==> config.mk <==
export PLATFORM = sky130hd
export DESIGN_NAME = tour_cmd_sequencer
export DESIGN_NICKNAME = d
export VERILOG_FILES = /design/src/rtl/tour_cmd_sequencer.sv
export SDC_FILE = /design/constraint.sdc
export NUM_CORES = 1
export LEC_CHECK = 0
export BUFFER_PORTS_ARGS = -buffer_cell sky130_fd_sc_hd__buf_4
export CORE_MARGIN = 4
export CORE_UTILIZATION = 29
export CTS_CLUSTER_SIZE = 24
export DETAILED_ROUTE_END_ITERATION = 7
export HOLD_SLACK_MARGIN = 0.08
export PLACE_DENSITY = 0.56
export SLEW_MARGIN = 20
export SYNTH_ARGS = -nofsm -noshare
export SYNTH_HDL_FRONTEND = slang
export SYNTH_SLANG_ARGS = --single-unit
==> constraint.sdc <==
create_clock -name clk -period 2.1 [get_ports clk]
set_clock_uncertainty 0.15 [all_clocks]
set_input_delay 0.525 -clock clk [delete_from_list [all_inputs] [get_ports clk]]
set_output_delay 0.525 -clock clk [all_outputs]
set_load 0.02 [all_outputs]
==> src/rtl/tour_cmd_sequencer.sv <==
// Tour command sequencer.
// In idle it forwards host (UART) commands straight through to cmd_proc.
// Once the solver reports a solved tour, it takes over the cmd_proc interface.
// It then replays each L-move as two legs:
//   - a vertical leg issued as a plain move;
//   - a horizontal leg issued as a move with fanfare.
// It also chooses the response byte the host sees after every cmd_proc move.

module tour_cmd_sequencer #(
    parameter int NUM_MOVES = 24
) (
    input  logic        clk,
    input  logic        rst_n,
    input  logic        start_tour,
    input  logic [7:0]  move,
    output logic [4:0]  mv_indx,
    input  logic [15:0] cmd_UART,
    input  logic        cmd_rdy_UART,
    output logic        clr_cmd_rdy_UART,
    output logic [15:0] cmd,
    output logic        cmd_rdy,
    input  logic        clr_cmd_rdy,
    input  logic        send_resp,
    output logic [7:0]  resp,
    output logic        tour_err
);

    typedef enum logic [2:0] {
        IDLE,
        VERT,
        HOLD_V,
        HORZ,
        HOLD_H
    } state_t;

    localparam logic [3:0] OP_MOVE     = 4'h2;
    localparam logic [3:0] OP_FANFARE  = 4'h3;
    localparam logic [7:0] HEAD_NORTH  = 8'h00;
    localparam logic [7:0] HEAD_WEST   = 8'h3F;
    localparam logic [7:0] HEAD_SOUTH  = 8'h7F;
    localparam logic [7:0] HEAD_EAST   = 8'hBF;
    localparam logic [7:0] RESP_MID    = 8'h5A;
    localparam logic [7:0] RESP_DONE   = 8'hA5;
    localparam logic [4:0] LAST_IDX    = 5'(NUM_MOVES - 1);

    state_t      state_q, state_d;
    logic [4:0]  mvIndx_q, mvIndx_d;

    logic        moveOneHot;
    logic        lastMove;
    logic        dxNeg, dyNeg;
    logic [1:0]  dxMag, dyMag;
    logic [15:0] vertCmd, horzCmd;

    // Split the one-hot L-move into sign and magnitude of each axis.
    always_comb begin
        dxNeg = 1'b0;
        dxMag = 2'd0;
        dyNeg = 1'b0;
        dyMag = 2'd0;
        case (move)
            8'b0000_0001: begin dxNeg = 1'b0; dxMag = 2'd1; dyNeg = 1'b0; dyMag = 2'd2; end
            8'b0000_0010: begin dxNeg = 1'b1; dxMag = 2'd1; dyNeg = 1'b0; dyMag = 2'd2; end
            8'b0000_0100: begin dxNeg = 1'b1; dxMag = 2'd2; dyNeg = 1'b0; dyMag = 2'd1; end
            8'b0000_1000: begin dxNeg = 1'b1; dxMag = 2'd2; dyNeg = 1'b1; dyMag = 2'd1; end
            8'b0001_0000: begin dxNeg = 1'b1; dxMag = 2'd1; dyNeg = 1'b1; dyMag = 2'd2; end
            8'b0010_0000: begin dxNeg = 1'b0; dxMag = 2'd1; dyNeg = 1'b1; dyMag = 2'd2; end
            8'b0100_0000: begin dxNeg = 1'b0; dxMag = 2'd2; dyNeg = 1'b1; dyMag = 2'd1; end
            8'b1000_0000: begin dxNeg = 1'b0; dxMag = 2'd2; dyNeg = 1'b0; dyMag = 2'd1; end
            default:      begin dxNeg = 1'b0; dxMag = 2'd0; dyNeg = 1'b0; dyMag = 2'd0; end
        endcase
    end

    // Build both leg commands and the tour-status flags from the current move.
    always_comb begin
        moveOneHot = (move != 8'd0) && ((move & (move - 8'd1)) == 8'd0);
        lastMove   = (mvIndx_q == LAST_IDX);
        vertCmd    = {OP_MOVE,    (dyNeg ? HEAD_SOUTH : HEAD_NORTH), 2'b00, dyMag};
        horzCmd    = {OP_FANFARE, (dxNeg ? HEAD_WEST  : HEAD_EAST),  2'b00, dxMag};
    end

    // Register the sequencer state and the replay index.
    always_ff @(posedge clk) begin
        if (!rst_n) begin
            state_q  <= IDLE;
            mvIndx_q <= 5'd0;
        end else begin
            state_q  <= state_d;
            mvIndx_q <= mvIndx_d;
        end
    end

    // Choose the next state and drive the cmd_proc and host-side outputs.
    always_comb begin
        state_d          = state_q;
        mvIndx_d         = mvIndx_q;
        cmd              = cmd_UART;
        cmd_rdy          = 1'b0;
        clr_cmd_rdy_UART = 1'b0;
        resp             = RESP_MID;
        tour_err         = 1'b0;
        case (state_q)
            IDLE: begin
                cmd              = cmd_UART;
                cmd_rdy          = cmd_rdy_UART;
                clr_cmd_rdy_UART = clr_cmd_rdy;
                resp             = RESP_DONE;
                if (start_tour) begin
                    mvIndx_d = 5'd0;
                    state_d  = VERT;
                end
            end
            VERT: begin
                cmd = vertCmd;
                if (!moveOneHot) begin
                    tour_err = 1'b1;
                    mvIndx_d = 5'd0;
                    state_d  = IDLE;
                end else begin
                    cmd_rdy = 1'b1;
                    if (clr_cmd_rdy) begin
                        state_d = HOLD_V;
                    end
                end
            end
            HOLD_V: begin
                cmd  = vertCmd;
                resp = RESP_MID;
                if (send_resp) begin
                    state_d = HORZ;
                end
            end
            HORZ: begin
                cmd     = horzCmd;
                cmd_rdy = 1'b1;
                if (clr_cmd_rdy) begin
                    state_d = HOLD_H;
                end
            end
            HOLD_H: begin
                cmd  = horzCmd;
                resp = lastMove ? RESP_DONE : RESP_MID;
                if (send_resp) begin
                    if (lastMove) begin
                        mvIndx_d = 5'd0;
                        state_d  = IDLE;
                    end else begin
                        mvIndx_d = mvIndx_q + 5'd1;
                        state_d  = VERT;
                    end
                end
            end
            default: begin
                mvIndx_d = 5'd0;
                state_d  = IDLE;
            end
        endcase
    end

    assign mv_indx = mvIndx_q;

endmodule

* After elaboration in Yosys (flattened, before gate mapping) *
Index checks and enable logic that the tools add are counted.

storage, ports and cells
  register bits after elaboration = 8
  bits of input ports = 30
  output and inout bits = 32

cells by class
  add/subtract/negate cells = 2
  equality and inequality tests = 19
  multiplexer cells = 27
  bitwise logic cells = 2
  reductions and logical operators = 13

operators with widths
  cell                   count
  $pmux W16 S2           1
  $mux W5                4
  $pmux W5 S4            1
  $mux W3                6
  $mux W8                2
  $pmux W8 S2            1
  $reduce_or A4 Y1       4
  $pmux W3 S5            1
  $ne A2 B2 Y1 const B   5
  $and A8 B8 Y8          1
  $eq A8 B1 Y1 const B   1
  $eq A8 B2 Y1 const B   1
  $eq A8 B3 Y1 const B   1
  $eq A8 B4 Y1 const B   1
  $eq A8 B5 Y1 const B   1
  $eq A8 B6 Y1 const B   1
  $eq A8 B7 Y1 const B   1
  $eq A8 B8 Y1 const B   1
  $logic_not A8 Y1       1
  $pmux W2 S2            2
  $reduce_bool A8 Y1     1
  $sub A8 B1 Y8 const B  1
  $mux W1                7
  $mux W7                1
  other kinds (13)       16

* Logic depth before layout (Yosys ltp) *
  depth in word-level cells = 6
  gate-level depth with buffers = 6
  depth with buffers taken out = 5

* Worst setup path before layout *
Ideal clock, no wire load.

  path type = flip-flop to output port
  start point = reg mvIndx_q[0], in the netlist mv_indx[0]
  end point = out resp[3]
  data arrival time = 1.944 ns
  required time = 1.425 ns
  setup slack = -0.519 ns
  cell stages (with the launch flop) = 6
  path buffers = 1
  path through = dfxtp_1 -> ha_1 -> nand4b_1 -> a21oi_1 -> inv_1 -> buf_4

between the ends
  word-level cells in the longest chain between the ends = 3

RTL lines
  item                    line  source
  from (decl)             47    logic [4:0] mvIndx_q, mvIndx_d;
  from (signal assigned)  89    mvIndx_q <= mvIndx_d;
  $eq A5 B5 Y1            77    lastMove = (mvIndx_q == LAST_IDX);
  $mux W8                 142   resp = lastMove ? RESP_DONE : RESP_MID;
  $pmux W8 S2             102   case (state_q)
  to (decl)               24    output logic [7:0] resp,

Every way passes these cells.

* Worst setup path after layout *
  start point = in move[1]
  end point = out tour_err

between the ends
  word-level cells in the longest chain between the ends = 6

RTL lines
  item                     line  source
  from (decl)              15    input logic [7:0] move,
  $sub A8 B1 Y8            76    moveOneHot = (move != 8'd0) && ((move & (move - 8'd1)) == 8'd0);
  $and A8 B8 Y8            76
  $logic_not A8 Y1         76
  $logic_and A1 B1 Y1 (*)  76
  $mux W1 (*)              115   if (!moveOneHot) begin
  $mux W1 (*)              102
  to (decl)                25    output logic tour_err

Mark *: on every way between the ends. The rest lies on a longest branch, timed or not.

==> impl_metrics.json <==
{
  "criticalPathCategory": "input port to output pin",
  "finalSetupViolations": 16,
  "drtAntennaViolNets": 0,
  "first_iter_violations": 49,
  "r2r_cells": 5,
  "violations": "negative setup slack",
  "area_growth_pct": 107.8,
  "final_area_um2": 2171,
  "nets": 266,
  "die_h_um": 68.02,
  "tightest_slew_ns": 0.5494,
  "ir_worst_vdd_mv": 0.1915,
  "drv_cap": 0,
  "die_x_um": 68.02,
  "grt_pass1_vias": 1313,
  "place_ws_ns": -0.3753,
  "post_dp_cell_area_um2": 1783,
  "crit_cells": 6,
  "syn_inst": 144,
  "synth_xor_area_share_pct": 5.868,
  "top_level_ports": 62,
  "synth_area_um2": 1045,
  "synth_top_area_cell": "dfxtp_1",
  "routedWlPerCell_um": 14.65,
  "final_common_cell": "buf_4",
  "yosys-mux-area-fraction_pct": 0.9581,
  "timing.critical_path.required_ns": 1.42,
  "grt_start_max_net_pins": 13,
  "dp_hpwl_mm": 3.074,
  "synth_cell_type_count": 47,
  "period_share_pct": 114.0,
  "drive_above_1_share_pct": 60.52,
  "synth_flop_cell": "dfxtp_1",
  "numCtsBuffers": 3,
  "vias_per_cell": 5.068,
  "yosys-top-cells-area": "dfxtp_1, a21oi_1, o21ai_0, buf_4, nor2_1",
  "leakagePower_nw": 0.9564,
  "clock-sinks": 8,
  "cts-hold-fix-buffers": 0,
  "cts_tree": "yes",
  "fin_hold_ws_ns": 0.3979,
  "ys_ff_latch": 8,
  "gr-usage-all-layers_pct": 17.18,
  "synth_top_area_share_pct": 15.33,
  "grt_antenna_before_repair": 0,
  "synth_compound_area_share_pct": 32.69,
  "period_needed_ns": 2.394,
  "worstSetupEndpointType": "output pin",
  "cp-start-kind": "input port",
  "hold_viol": 0,
  "synthArstFlopShare_pct": 0,
  "outcome": "finished with violations",
  "clockRootBuffer": "clkbuf_4",
  "io_buffers": 61,
  "yosys_warnings": 0,
  "cpLargestDelayFamily": "compound AO/OA/AOI/OAI gates",
  "synth_top_family_by_area": "simple AND/OR/NAND/NOR gates",
  "synth_seq_area_share_pct": 15.33,
  "synth-edff-count": 0,
  "final_cell_mix": "buf_4, buf_6, nor2_1, a21oi_1, o21ai_0",
  "synth_nets": 175,
  "crit_buf_inv": 2,
  "cts.clk_slew.worst_paths_ns": 0.05,
  "grt_pass1_wl_mm": 6.127,
  "gp_congestion": 0.7576,
  "cts_buffer_depth": 2,
  "synth_simple_gate_area_share_pct": 34.73,
  "drtPass1Iterations": 4,
  "crit_path_max_fanout": 6,
  "fmax_ghz": 0.4177,
  "route.detailed.drc": 0,
  "row_count": 21,
  "hp-class": "input port to flip-flop",
  "core_area_um2": 3416,
  "crit_slowest_cell": "a211o_1",
  "start_util_pct": 30.59,
  "slew_violations": 0,
  "path_cells": "buf_12, xor2_1, a211o_1, a22oi_2, and2_4, buf_6",
  "power_density_nw_per_um2": 352.2,
  "layout_setup_ws_ns": -0.2939,
  "hold_path_depth": 2,
  "antenna-diode-count": 0,
  "drt_wl_total_mm": 4.087,
  "synth_fa_ha_area_share_pct": 1.198,
  "setup-tns-final_ns": -3.314,
  "insertion_delay_ns": 0.27,
  "postSynthAreaPerCell_um2": 7.255,
  "h-tree-depth": 1,
  "dp.cells": 264,
  "slew_headroom_pct": 63.29,
  "rsz0062_at_grt": "true",
  "num_vias": 1414,
  "die-area_um2": 4627,
  "critPathMaxStageDelay_ns": 0.32,
  "cp_data_arrival_time_ns": 1.72,
  "final_cell_count_no_fill": 279,
  "overflow": 0
}
[path summary, 6_finish.rpt]
kind,startpoint,to,slack [ns]
max,move[1],tour_err,-0.29
min,rst_n,state_q[2],0.40
min reg2reg,mv_indx[0],mv_indx[0],0.44
max reg2reg,state_q[2],mv_indx[4],0.27
[cell families (layout without fill, tap and decap cells)]
group                    after synthesis  in the layout
multiplexers                           1              1
buffers and inverters                 18            107
XOR/XNOR                               7              7
AO/OA/AOI/OAI                         48             48
adder cells (fa/ha/maj)                1              1
AND/OR/NAND/NOR                       61             61
flip-flops                             8              8
[cell usage after synthesis (2+ instances only)]
cell / count
o21a_1: 6
xor2_1: 4
nand2b_1: 2
clkbuf_1: 4
nand2_1: 8
a21oi_1: 9
nor3b_1: 3
inv_1: 3
dfxtp_1: 8
and3_1: 4
nor2b_1: 7
buf_2: 5
o21ai_0: 9
buf_4: 6
nor4b_1: 4
xnor2_1: 3
o211ai_1: 2
nand3_1: 6
o31ai_1: 2
a221oi_1: 3
nand4b_1: 2
or2_2: 3
and2_1: 3
nor2_1: 12
a31oi_1: 4
[registers in the layout, indices dropped and copies added (netlist names)]
| signal | cells |
|---|---|
| mv_indx | 5 |
| state_q | 3 |
[worst register-to-register path, delay by kind of cell (launching register included)]
kind | cells | cell delay, ns
AOI/OAI and AO/OA | 2 | 0.20
buffers and inverters | 1 | 0.22
and+or+nand+nor | 2 | 0.76
DFF | 1 | 0.43
[routing by layer]
metal | up-vias | GRT usage (%) | routed length (um)
met1 | 643 | 21.21 | 1730
li1 | 716 | - | -
met2 | 44 | 29.24 | 2098
met3 | 11 | 3.284 | 152
met4 | 0 | 6.452 | 106
met5 | - | 0 | 0
[report_power, final]
part           internal [mW]  total [mW]  switching [mW]
Combinational          0.256       0.483           0.227
Clock                 0.0659       0.125          0.0594
Sequential             0.153       0.157         0.00395
Total                  0.475       0.765           0.290
[through the flow]
stage	power (mW)	util [%]
after global placement	0.5531	52.20
after CTS	0.7309	59.19
after global routing	0.8053	63.55
final	0.7645	63.55
after floorplan	0.3858	-
after detailed placement	0.5597	52.20
[repair_timing]
action / 4_1_cts / 5_1_grt
setup buffers: 6 / 6
resized for setup: 42 / 24
cloned: 0 / 0
endpoints found under the hold margin: 0 / 0
endpoints found under the setup margin: 26 / 25
pin swaps: 15 / 4
[layout make-up]
class / count / area [um2]
inverters: 3 / 11.26
flip-flops and latches: 8 / 171.4
multi-input cells: 118 / 1011
well taps: 46 / 57.56
fillers: 297 / 1245
repair buffers: 101 / 897.1
clock buffers: 3 / 22.52
(Power assumes the default switching activity.)
